<file path="src/rtl/led_chase_ctrl.sv">
// Chase sequencer: one LED at a time is pulsed inside a fixed window of each PERIOD-clock step.
// Steps run upward or downward, single pass or looping, under START/STOP control.
module led_chase_ctrl #(
   parameter int unsigned N_LED    = 4,
   parameter int unsigned CNT_W    = 23,
   parameter int unsigned PERIOD   = 5_000_000,
   parameter int unsigned ON_START = 2_500_000,
   parameter int unsigned ON_END   = 3_750_000
) (
   input  logic                     CLK,
   input  logic                     RST_N,
   input  logic                     i_start,
   input  logic                     i_stop,
   input  logic                     i_dir,
   input  logic                     i_loop,
   output logic                     o_busy,
   output logic                     o_done,
   output logic [$clog2(N_LED)-1:0] o_step_idx,
   output logic [N_LED-1:0]         o_led_out
);

   localparam int unsigned IDX_W = $clog2(N_LED);

   localparam logic [CNT_W-1:0] LP_CNT_LAST = CNT_W'(PERIOD - 1);
   localparam logic [CNT_W-1:0] LP_ON_S     = CNT_W'(ON_START);
   localparam logic [CNT_W-1:0] LP_ON_E     = CNT_W'(ON_END);
   localparam logic [IDX_W-1:0] LP_IDX_TOP  = IDX_W'(N_LED - 1);

   typedef enum logic {StIdle, StRun} state_e;

   state_e            r_state;
   logic [CNT_W-1:0]  r_cnt;
   logic [IDX_W-1:0]  r_step;
   logic              r_dir;
   logic              r_loop;
   logic              r_busy;
   logic              r_done;
   logic [N_LED-1:0]  r_led;

   logic              w_in_win;
   logic              w_cnt_last;
   logic              w_step_last;
   logic [IDX_W-1:0]  w_step_first;
   logic [IDX_W-1:0]  w_step_next;
   logic [N_LED-1:0]  w_onehot;

   assign w_in_win     = (r_cnt >= LP_ON_S) && (r_cnt < LP_ON_E);
   assign w_cnt_last   = (r_cnt == LP_CNT_LAST);
   assign w_step_last  = r_dir ? (r_step == '0) : (r_step == LP_IDX_TOP);
   assign w_step_first = r_dir ? LP_IDX_TOP : '0;
   assign w_step_next  = r_dir ? (r_step - IDX_W'(1)) : (r_step + IDX_W'(1));
   assign w_onehot     = {{(N_LED-1){1'b0}}, 1'b1} << r_step;

   always_ff @(posedge CLK or negedge RST_N) begin
      if (!RST_N) begin
         r_state <= StIdle;
         r_cnt   <= '0;
         r_step  <= '0;
         r_dir   <= 1'b0;
         r_loop  <= 1'b0;
         r_busy  <= 1'b0;
         r_done  <= 1'b0;
         r_led   <= '0;
      end else begin
         r_done <= 1'b0;
         r_led  <= '0;
         unique case (r_state)
            StIdle: begin
               // STOP wins over a simultaneous START
               if (i_start && !i_stop) begin
                  r_state <= StRun;
                  r_busy  <= 1'b1;
                  r_cnt   <= '0;
                  r_step  <= i_dir ? LP_IDX_TOP : '0;
                  r_dir   <= i_dir;
                  r_loop  <= i_loop;
               end
            end
            StRun: begin
               if (i_stop) begin
                  r_state <= StIdle;
                  r_busy  <= 1'b0;
                  r_cnt   <= '0;
                  r_step  <= '0;
               end else begin
                  if (w_in_win) begin
                     r_led <= w_onehot;
                  end
                  if (w_cnt_last) begin
                     r_cnt <= '0;
                     if (!w_step_last) begin
                        r_step <= w_step_next;
                     end else if (r_loop) begin
                        r_step <= w_step_first;
                     end else begin
                        r_state <= StIdle;
                        r_busy  <= 1'b0;
                        r_step  <= '0;
                        r_done  <= 1'b1;
                     end
                  end else begin
                     r_cnt <= r_cnt + CNT_W'(1);
                  end
               end
            end
            default: r_state <= StIdle;
         endcase
      end
   end

   assign o_busy     = r_busy;
   assign o_done     = r_done;
   assign o_step_idx = r_step;
   assign o_led_out  = r_led;

endmodule
</file>
<file path="config.mk">
export PLATFORM = sky130hd
export DESIGN_NAME = led_chase_ctrl
export DESIGN_NICKNAME = d
export VERILOG_FILES = /design/src/rtl/led_chase_ctrl.sv
export SDC_FILE = /design/constraint.sdc
export NUM_CORES = 1
export LEC_CHECK = 0
export CAP_MARGIN = 20
export CORE_MARGIN = 10
export CORE_UTILIZATION = 25
export CTS_BUF_LIST = sky130_fd_sc_hd__clkbuf_4 sky130_fd_sc_hd__clkbuf_8 sky130_fd_sc_hd__clkbuf_16
export DETAILED_ROUTE_END_ITERATION = 16
export GPL_TIMING_DRIVEN = 0
export PLACE_DENSITY = 0.42
export SYNTH_ARGS = -nofsm -noshare
export SYNTH_HDL_FRONTEND = slang
export SYNTH_SLANG_ARGS = --single-unit
</file>
<file path="constraint.sdc">
create_clock -name CLK -period 3.9 [get_ports CLK]
set_input_delay 0.39 -clock CLK [delete_from_list [all_inputs] [get_ports CLK]]
set_output_delay 0.39 -clock CLK [all_outputs]
set_load 0.005 [all_outputs]
</file>
==> impl_metrics.toml <==
[worst_setup_path]
crit_fanout = 10
r2r_end = "r_cnt[11]$_DFFE_PN0P_"
reg2reg_from = "r_cnt[0]$_DFFE_PN0P_"
path_cells = "ha_1 > nand3_1 > nor4_2 > a21o_1 > buf_6 > o21ai_1 > a21o_1"
critical_path_class = "reg2reg"
reg2regPathDepth = 7
critPathSlowestCell = "nor4_2"
cp-start-kind = "flip-flop"
crit_end = "r_cnt[11]$_DFFE_PN0P_"
reg2reg_slack_ns = 1.53
cp_common_cell = "a21o_1"
startpoint = "r_cnt[0]$_DFFE_PN0P_"
cp_data_arrival_time_ns = 2.55
critPathRequiredTime_ns = 4.08
end_kind = "flip-flop"
crit_path_max_incr_delay_ns = 0.63

[clock_tree]
hold_buffers = 0
ctsResizeCount = 0
cts_made_buffers = 5
clk_pin_slew_worst_paths_ns = 0.07
cts_max_level = 2
clock_sinks = 34
clockBufferDepth = 2
clock_latency_ns = 0.29
post_cts_buffers = 0
cts_tree = "built"
cts-root-buf = "clkbuf_8"

[grt]
grt_pass1_vias = 1763
grt-ovfl-total = 0
use_met2_pct = 13.6
grt_max_degree = 35
grt.busiest_layer = "met2"
met3_usage_pct = 2.09
antenna_found_initial = 0
grt_pass1_wl_mm = 9.42
grt_use_total_pct = 9.06
grtUsageMet1_pct = 12.5

[floorplanning]
row_count = 33
io_pins = 14
core-area_um2 = 8220
start_util_pct = 25.6
die_y_um = 112
die_x_um = 112
die_area_um2 = 12500

[synthesis]
synthCells = 234
avgSynthCellArea_um2 = 8.99
ys_warn_count = 0
synth_area_um2 = 2100
syn_nets = 242
synth_top_area_cell = "dfrtp_1"
netlist.area_leader.share_pct = 40.5
synth_cell_types = 54
ys_seq_area_share_pct = 40.5
ys_ff_latch = 34
synthTopCellsByArea = "dfrtp_1, a21oi_1, a31oi_1"

[route]
drcViolationCount = 0
first_pass_iters = 4
vias = 1838
drt_iter0_markers = 72
antenna_left = 0
wirelength_mm = 5.63
drt-vias-per-instance = 5.12
wl_per_cell_um = 15.7

[pwr]
p_int_uw = 540
power_frac_clock_pct = 33.5
ir_worst_vdd_uv = 173
p_seq_share_pct = 51.3
power_frac_comb_pct = 15.1
fin_total_pwr_uw = 760
p_sw_uw = 220
p_leak_uw = 0.000980
power_density_nw_per_um2 = 312
switching_share_pct = 28.9

[layout]
fill_cells = 861
postLayoutCoreUtil_pct = 29.7
layout_commonest_cell = "dfrtp_1"
n_antenna_cell = 0
fin_nets = 262
layout_common_cells = "dfrtp_1, nand2_1, a21oi_1, inv_1"
instances_no_fill = 359
multiInputGateArea_um2 = 1090
drive_above_1_share_pct = 13.0
area_delta_synth_final_pct = 15.9
regArea_um2 = 851

[sta]
worst_pin_slew_ns = 0.823
final.setup.tns_ns = 0
finalHoldViolCount = 0
finClkSkew_ns = 0.00315
holdWs_ns = 0.194
slew-limit-headroom_pct = 45.1
rsz0062_at_grt = "false"
timing.fmax_mhz = 421
period_minus_slack_ns = 2.37
maxSlewViolCount = 0
fin_crit_sh_pct = 60.9
setup_violations = 0

[placed_design]
portBuffers = 13
placed_cells = 352
gp_congestion = 0.882
dp.final_hpwl_mm = 3.99

[run]
drv_cap = 0

[outcome]
status = "complete, no violations"

[worst_hold_path]
hold_path.class = "in2async"
-- synth_stat cells, drive strengths merged --
library cell  number
clkbuf             5
nand4b             1
o2111ai            1
dfrtp             34
nor4               5
or4b               1
a41oi              2
a211oi             2
o21ai             16
nand3b             2
inv               13
nor2              12
and3               2
mux2               3
a22o               1
a31oi             12
o41ai              1
nand3             13
a311oi             1
or2b               3
o211ai             2
buf               10
nand2b             3
a21oi             17
nand2             18
or4                2
nor3              11
and4               2
nor2b              5
and2               3
o22ai              1
xnor2              1
o211a              1
nand4bb            2
xor2               1
a21o               8
o21bai             1
or3                7
a2111oi            1
ha                 2
nand4              4
mux2i              1
o31ai              1
-- area by class of cell --
| class | instances | area share (%) |
|---|---|---|
| timing repair buffer | 13 | 5.13 |
| buffer | 15 | 4.52 |
| multi-input combinational | 172 | 44.8 |
| sequential | 34 | 34.9 |
| tap | 105 | 5.39 |
| clock inverter | 2 | 0.410 |
| inverter | 13 | 2.00 |
| clock buffer | 5 | 2.82 |
-- worst max-delay path, delay by kind of cell, from the launching register on --
kind / cells / cell delay [ns]
flops: 1 / 0.42
buf+inv: 1 / 0.19
fa+ha+maj: 1 / 0.23
simple gates: 2 / 0.83
compound gates: 3 / 0.60
-- how the worst min path moves through the flow --
stage	slack (ns)	startpoint	to	depth (start not counted)
floorplan	0.09	RST_N	o_busy$_DFFE_PN0P_	0
global placement	0.55	o_busy$_DFFE_PN0P_	o_busy$_DFFE_PN0P_	2
detailed placement	0.55	RST_N	r_cnt[2]$_DFFE_PN0P_	1
CTS	0.24	RST_N	r_cnt[1]$_DFFE_PN0P_	1
global route	0.26	RST_N	r_cnt[2]$_DFFE_PN0P_	1
finish	0.19	RST_N	r_state$_DFF_PN0_	1
-- layer usage --
layer / vias to the layer above / part of all wire [%]
li1: 893 / -
met1: 911 / 50
met2: 29 / 45
met3: 5 / 3.4
met4: 0 / 1.1
met5: - / 0
-- state kept, by name, indices dropped and copies added (netlist names) --
signal / count
o_led_out: 4
r_cnt: 23
o_step_idx: 2
r_state: 1
o_busy: 1
r_loop: 1
r_dir: 1
o_done: 1
-- logic make-up after synthesis --
logic type	Yosys count	share of synthesized area [%]
AND/OR/NAND/NOR	96	27.6
flip-flops	34	40.5
multiplexers	4	2.08
buffers and inverters	28	7.55
XOR/XNOR	2	0.833
adder cells (fa/ha/maj)	2	1.19
AO/OA/AOI/OAI	68	20.3
-- power by group through the flow --
stage	clock network [uW]	logic (uW)	registers, uW
after floorplan	0	71.8	392
after global placement	0	119	397
after detailed placement	0	117	397
after CTS	264	118	390
after global routing	279	131	394
final	255	115	390
-- metrics by stage --
step                      worst slack (ns)  area, um^2
after floorplan                       1.89        2100
after global placement                1.49        2360
after detailed placement              1.54        2360
after CTS                             1.52        2440
after global routing                  1.36        2440
final                                 1.53        2440
Note: power is estimated with default switching activity, not from simulation.
